<file path="config.mk">
export PLATFORM = sky130hd
export DESIGN_NAME = mem_dump_reader
export DESIGN_NICKNAME = d
export VERILOG_FILES = /design/src/rtl/mem_dump_reader.sv
export SDC_FILE = /design/constraint.sdc
export NUM_CORES = 1
export LEC_CHECK = 0
export CAP_MARGIN = 30
export CORE_MARGIN = 5
export CORE_UTILIZATION = 35
export DETAILED_ROUTE_END_ITERATION = 10
export GPL_ROUTABILITY_DRIVEN = 0
export GPL_TIMING_DRIVEN = 0
export PLACE_DENSITY_LB_ADDON = 0.25
export SYNTH_ARGS = -nofsm -noshare
export SYNTH_HDL_FRONTEND = slang
export SYNTH_SLANG_ARGS = --single-unit
</file>
<file path="constraint.sdc">
create_clock -name clk -period 3.68 [get_ports clk]
set_input_delay 0.368 -clock clk [delete_from_list [all_inputs] [get_ports clk]]
set_output_delay 0.368 -clock clk [all_outputs]
set_load 0.02 [all_outputs]
</file>
<file path="src/rtl/mem_dump_reader.sv">
// mem_dump_reader: streams word_count words from base_addr of a sync-read memory as addr-tagged words; DUMP_CHECKSUM_EN adds a running checksum.
// Latency: first read 1 cycle after start, first word valid 3 cycles after start, then one word per cycle.
// Backpressure: out_ready low stops new reads once FIFO plus in-flight read fill 2 slots; head word holds stable.

// mdr_fifo: generic synchronous FIFO with simultaneous push/pop.
// Latency: pushed entry visible at pop_dat the cycle after push.
// Backpressure: push is dropped only if full without a same-cycle pop; callers keep it from filling.
module mdr_fifo #(
  parameter int W     = 8,
  parameter int DEPTH = 2,
  parameter int CNT_W = $clog2(DEPTH + 1)
) (
  input  logic             core_clk,
  input  logic             arst_n,
  input  logic             push_vld,
  input  logic [W-1:0]     push_dat,
  input  logic             pop_rdy,
  output logic             pop_vld,
  output logic [W-1:0]     pop_dat,
  output logic [CNT_W-1:0] count
);
  localparam int PTR_W = (DEPTH > 1) ? $clog2(DEPTH) : 1;
  localparam logic [PTR_W-1:0] LAST_PTR = PTR_W'(DEPTH - 1);

  logic [W-1:0]     mem_q [DEPTH];
  logic [W-1:0]     mem_d [DEPTH];
  logic [PTR_W-1:0] wr_ptr_q, wr_ptr_d;
  logic [PTR_W-1:0] rd_ptr_q, rd_ptr_d;
  logic [CNT_W-1:0] count_q, count_d;
  logic             do_push, do_pop;

  assign pop_vld = (count_q != '0);
  assign pop_dat = mem_q[rd_ptr_q];
  assign count   = count_q;
  assign do_pop  = pop_vld & pop_rdy;
  assign do_push = push_vld & ((count_q != CNT_W'(DEPTH)) | do_pop);

  always_comb begin
    mem_d    = mem_q;
    wr_ptr_d = wr_ptr_q;
    rd_ptr_d = rd_ptr_q;
    count_d  = count_q;
    if (do_push) begin
      mem_d[wr_ptr_q] = push_dat;
      wr_ptr_d        = (wr_ptr_q == LAST_PTR) ? '0 : wr_ptr_q + PTR_W'(1);
    end
    if (do_pop) begin
      rd_ptr_d = (rd_ptr_q == LAST_PTR) ? '0 : rd_ptr_q + PTR_W'(1);
    end
    case ({do_push, do_pop})
      2'b10:   count_d = count_q + CNT_W'(1);
      2'b01:   count_d = count_q - CNT_W'(1);
      default: count_d = count_q;
    endcase
  end

  always_ff @(posedge core_clk or negedge arst_n) begin
    if (!arst_n) begin
      for (int i = 0; i < DEPTH; i++) mem_q[i] <= '0;
      wr_ptr_q <= '0;
      rd_ptr_q <= '0;
      count_q  <= '0;
    end else begin
      mem_q    <= mem_d;
      wr_ptr_q <= wr_ptr_d;
      rd_ptr_q <= rd_ptr_d;
      count_q  <= count_d;
    end
  end
endmodule

module mem_dump_reader #(
  parameter int ADDR_W = 16,
  parameter int DATA_W = 16
) (
  input  logic              clk,
  input  logic              rst,
  input  logic              start,
  input  logic [ADDR_W-1:0] base_addr,
  input  logic [ADDR_W-1:0] word_count,
  output logic              busy,
  output logic              done,
  output logic              mem_rd_en,
  output logic [ADDR_W-1:0] mem_addr,
  input  logic [DATA_W-1:0] mem_rd_data,
  output logic              out_valid,
  input  logic              out_ready,
  output logic [DATA_W-1:0] out_data,
  output logic [ADDR_W-1:0] out_addr,
  output logic              out_last,
  output logic [DATA_W-1:0] checksum
);
  typedef enum logic [1:0] {IDLE, RUN, FIN} state_t;

  typedef struct packed {
    logic              last;
    logic [ADDR_W-1:0] addr;
    logic [DATA_W-1:0] data;
  } entry_t;

  localparam int ENT_W = $bits(entry_t);

  state_t            state_q, state_d;
  logic [ADDR_W-1:0] rd_addr_q, rd_addr_d;
  logic [ADDR_W-1:0] rd_left_q, rd_left_d;
  logic [ADDR_W-1:0] infl_addr_q, infl_addr_d;
  logic              infl_q, infl_d;
  logic              infl_last_q, infl_last_d;
  logic              rd_issue, hs, start_acc;
  logic [1:0]        fifo_cnt;
  logic [2:0]        occ;
  entry_t            push_ent, head;

  assign push_ent = {infl_last_q, infl_addr_q, mem_rd_data};

  mdr_fifo #(.W(ENT_W), .DEPTH(2)) u_fifo (
    .core_clk (clk),
    .arst_n   (rst),
    .push_vld (infl_q),
    .push_dat (push_ent),
    .pop_rdy  (out_ready),
    .pop_vld  (out_valid),
    .pop_dat  (head),
    .count    (fifo_cnt)
  );

  assign hs        = out_valid & out_ready;
  assign start_acc = (state_q == IDLE) & start;

  // Slots committed after this cycle's pop; counting the pop keeps streaming bubble-free.
  assign occ      = {1'b0, fifo_cnt} + {2'b0, infl_q} - {2'b0, hs};
  assign rd_issue = (state_q == RUN) && (rd_left_q != '0) && (occ < 3'd2);

  assign busy      = (state_q == RUN);
  assign done      = (state_q == FIN);
  assign mem_rd_en = rd_issue;
  assign mem_addr  = rd_addr_q;
  assign out_data  = head.data;
  assign out_addr  = head.addr;
  assign out_last  = out_valid & head.last;

  always_comb begin
    state_d     = state_q;
    rd_addr_d   = rd_addr_q;
    rd_left_d   = rd_left_q;
    infl_d      = rd_issue;
    infl_addr_d = rd_addr_q;
    infl_last_d = (rd_left_q == ADDR_W'(1));
    case (state_q)
      IDLE: begin
        if (start) begin
          rd_addr_d = base_addr;
          rd_left_d = word_count;
          state_d   = (word_count == '0) ? FIN : RUN;
        end
      end
      RUN: begin
        if (rd_issue) begin
          rd_addr_d = rd_addr_q + ADDR_W'(1);
          rd_left_d = rd_left_q - ADDR_W'(1);
        end
        if (hs && head.last) state_d = FIN;
      end
      FIN:     state_d = IDLE;
      default: state_d = IDLE;
    endcase
  end

  always_ff @(posedge clk or negedge rst) begin
    if (!rst) begin
      state_q     <= IDLE;
      rd_addr_q   <= '0;
      rd_left_q   <= '0;
      infl_q      <= 1'b0;
      infl_addr_q <= '0;
      infl_last_q <= 1'b0;
    end else begin
      state_q     <= state_d;
      rd_addr_q   <= rd_addr_d;
      rd_left_q   <= rd_left_d;
      infl_q      <= infl_d;
      infl_addr_q <= infl_addr_d;
      infl_last_q <= infl_last_d;
    end
  end

`ifdef DUMP_CHECKSUM_EN
  logic [DATA_W-1:0] csum_q, csum_d;

  always_comb begin
    csum_d = csum_q;
    if (start_acc)  csum_d = '0;
    else if (hs)    csum_d = csum_q + head.data;
  end

  always_ff @(posedge clk or negedge rst) begin
    if (!rst) csum_q <= '0;
    else      csum_q <= csum_d;
  end

  assign checksum = csum_q;
`else
  logic unused_start_acc;
  assign unused_start_acc = start_acc;
  assign checksum         = '0;
`endif
endmodule

</file>
==> impl_metrics.env <==
export IMPL_run_status="finished, final reports clean"
export IMPL_maxCapViolCount=0
export IMPL_drtPass1Iterations=5
export IMPL_n_antenna_cell=0
export IMPL_end_kind="output port"
export IMPL_grt_pass1_wl_um=24900
export IMPL_p_per_area_nw_per_um2=1070
export IMPL_wl_um=15100
export IMPL_crit_required_ns=3.31
export IMPL_cts_root_buf="clkbuf_16"
export IMPL_hold_path_class="in -> reg"
export IMPL_final_area_um2=7950
export IMPL_cts_buffers=17
export IMPL_critical_path_class="reg -> out"
export IMPL_power_mw=8.50
export IMPL_register_area_um2=3050
export IMPL_wl_met3_um=994
export IMPL_ys_flop_type="dfrtp_1"
export IMPL_setup_viol=0
export IMPL_groute_usage_overall_pct=15.9
export IMPL_syn_inst=512
export IMPL_fin_cells=884
export IMPL_max_stage_delay_ns=0.65
export IMPL_synth_cell_types=62
export IMPL_fmax_mhz=296
export IMPL_h_tree_depth=4
export IMPL_hpwl_um=10900
export IMPL_nets=708
export IMPL_fin_crit_ns=3.38
export IMPL_leakage_nw=3.26
export IMPL_slew_headroom_pct=49.7
export IMPL_die_h_um=140
export IMPL_ys_async_sr_fraction_pct=100
export IMPL_drtIter0Drc=246
export IMPL_period_share_pct=91.8
export IMPL_wl_met1_um=6480
export IMPL_crit_fanout=7
export IMPL_synth_edf_count=0
export IMPL_vias=4473
export IMPL_viasPerCell=5.06
export IMPL_grt_overflow_total=0
export IMPL_wire_per_inst_um=17.0
export IMPL_ys_seq_area_share_pct=51.5
export IMPL_rows=47
export IMPL_die_w_um=140
export IMPL_yosysWarnings=0
export IMPL_peakVddDrop_mv=0.533
export IMPL_dieArea_um2=19600
export IMPL_layout_commonest_cell="dfrtp_1"
export IMPL_clkSinkCount=122
export IMPL_syn_to_final_growth_pct=34.1
export IMPL_portBuffers=103
export IMPL_path_cells="nand2b_1, nor2_1, o21ai_0, fa_1, xnor2_1, nand3_4, nor2_2, clkdlybuf4s50_1"
export IMPL_grt_pass1_vias=4776
export IMPL_dp_worst_setup_slack_ns=0.474
export IMPL_crit_path_start_kind="flop"
export IMPL_drc_errors=0
export IMPL_critPathSlowestCell="clkdlybuf4s50_1"
export IMPL_core_area_um2=16600
export IMPL_wl_met2_um=7400
export IMPL_final_setup_worst_slack_ns=0.301
export IMPL_hold_viol_final=0
export IMPL_rsz0062_at_grt="no"
export IMPL_ioPinCount=121
export IMPL_syn_mean_instance_area_um2=11.6
export IMPL_placed_cells=851
export IMPL_placed_cell_area_um2=7320
export IMPL_path_clk_slew_ns=0.05
export IMPL_worstSkewPairLatency_ns=0.42
export IMPL_ant_nets=0
export IMPL_antenna_found_initial=0
export IMPL_initial_core_util_pct=35.7
export IMPL_top_layer="met4"
export IMPL_cts_tree="yes"
export IMPL_layout_common_cells="122 x dfrtp_1, 102 x clkdlybuf4s50_1, 90 x mux2_2"
export IMPL_worst_pin_slew_ns=0.751
export IMPL_syn_cell_area_um2=5930
export IMPL_fin_worst_skew_ns=0.0104
export IMPL_synth_seq_cells=122
export IMPL_grt_max_degree=93
export IMPL_cts_buffer_depth=2
export IMPL_slew_viol_final=0
export IMPL_drive_above_1_share_pct=25.9
export IMPL_worstPathArrival_ns=3.01
export IMPL_multi_input_area_um2=2610
export IMPL_fillers=1494
cell families (layout without fill, tap and decap cells):
kind of cell	after synthesis	after routing	synth area share (%)
xor+xnor	3	3	0.443
compound gates	114	114	12.1
mux	100	100	19.0
flops	122	122	51.5
simple gates	116	116	10.4
other cells	1	16	0.0633
fa+ha+maj	5	5	1.18
buf+inv	51	188	5.40
cell usage after synthesis (4+ instances only):
| master | instances | area, um2 |
|---|---|---|
| dfrtp_1 | 122 | 3050 |
| mux2_2 | 90 | 1010 |
| a21oi_1 | 46 | 230 |
| nand2_1 | 39 | 146 |
| nor2_1 | 26 | 97.6 |
| o21ai_0 | 17 | 85.1 |
| buf_4 | 16 | 120 |
| clkbuf_1 | 11 | 41.3 |
| buf_2 | 10 | 50.1 |
| o22ai_1 | 10 | 62.6 |
| mux2_1 | 8 | 90.1 |
| o21ai_1 | 8 | 40.0 |
| inv_1 | 7 | 26.3 |
| nand2b_1 | 6 | 37.5 |
| nor3_1 | 6 | 30.0 |
| and3_1 | 5 | 31.3 |
| nand3_1 | 5 | 25.0 |
| nor4_1 | 5 | 31.3 |
| ha_1 | 4 | 50.1 |
through the flow:
| stage | util, % | TNS [ns] | hold WS, ns |
|---|---|---|---|
| after floorplan | - | 0 | 0.0724 |
| after global placement | 44.0 | -297.12 | 0.440 |
| after detailed placement | 44.1 | 0 | 0.265 |
| after CTS | 47.9 | 0 | 0.338 |
| after global routing | 47.9 | 0 | 0.416 |
| final | 47.9 | 0 | 0.350 |
where the power goes:
part | internal [mW] | leakage, nW | total, mW | switching [mW]
logic | 2.05 | 1.56 | 4.24 | 2.18
registers | 2.02 | 1.40 | 2.54 | 0.523
clock network | 1.12 | 0.296 | 1.72 | 0.599
state kept, by name, indices dropped and copies added (netlist names):
name,cells
infl_addr_q,16
infl_last_q,1
infl_q,1
mem_addr,16
rd_left_q,16
state_q,2
u_fifo.count,2
u_fifo.mem_q,66
u_fifo.rd_ptr_q,1
u_fifo.wr_ptr_q,1
routing by layer:
layer / vias to the layer above / track usage [%]
li1: 2111 / -
met1: 2175 / 20.0
met2: 171 / 26.7
met3: 16 / 4.64
met4: 0 / 4.64
met5: - / 0
final cells by class:
class	count	area share, %
flip-flops and latches	122	38.4
repair buffers	105	13.5
well taps	220	3.46
plain buffers	43	3.50
clock buffers	22	5.97
inverters	8	0.535
clock inverters	10	1.78
multi-input cells	354	32.9
critical path, delay by kind of cell (launching register included):
kind,cells,cell delay (ns)
AO/OA/AOI/OAI,1,0.14
adder cells (fa/ha/maj),1,0.40
flip-flops,1,0.48
XOR/XNOR,1,0.25
buffers and inverters,1,0.65
AND/OR/NAND/NOR,4,0.68
path summary, 6_finish.rpt:
check	start	end	slack [ns]	cells past startpoint
max	u_fifo.count[1]$_DFFE_PN0P_	mem_rd_en	0.30	8
min	out_ready	u_fifo.count[0]$_DFFE_PN0P_	0.35	3
max reg2reg	u_fifo.count[1]$_DFFE_PN0P_	mem_addr[9]$_DFFE_PN0P_	0.97	9
min reg2reg	mem_addr[10]$_DFFE_PN0P_	infl_addr_q[10]$_DFF_PN0_	0.46	0
max in group asynchronous	rst	rd_left_q[1]$_DFFE_PN0P_	2.52	3
min in group asynchronous	rst	u_fifo.mem_q[40]$_DFFE_PN0P_	0.40	2
timing repair:
item,4_1_cts,5_1_grt
buffers inserted,0,0
endpoints found under the hold margin,30,0
hold buffers,1,0
endpoints found under the setup margin,0,1
resized for setup,0,1
(Power assumes the default switching activity.)
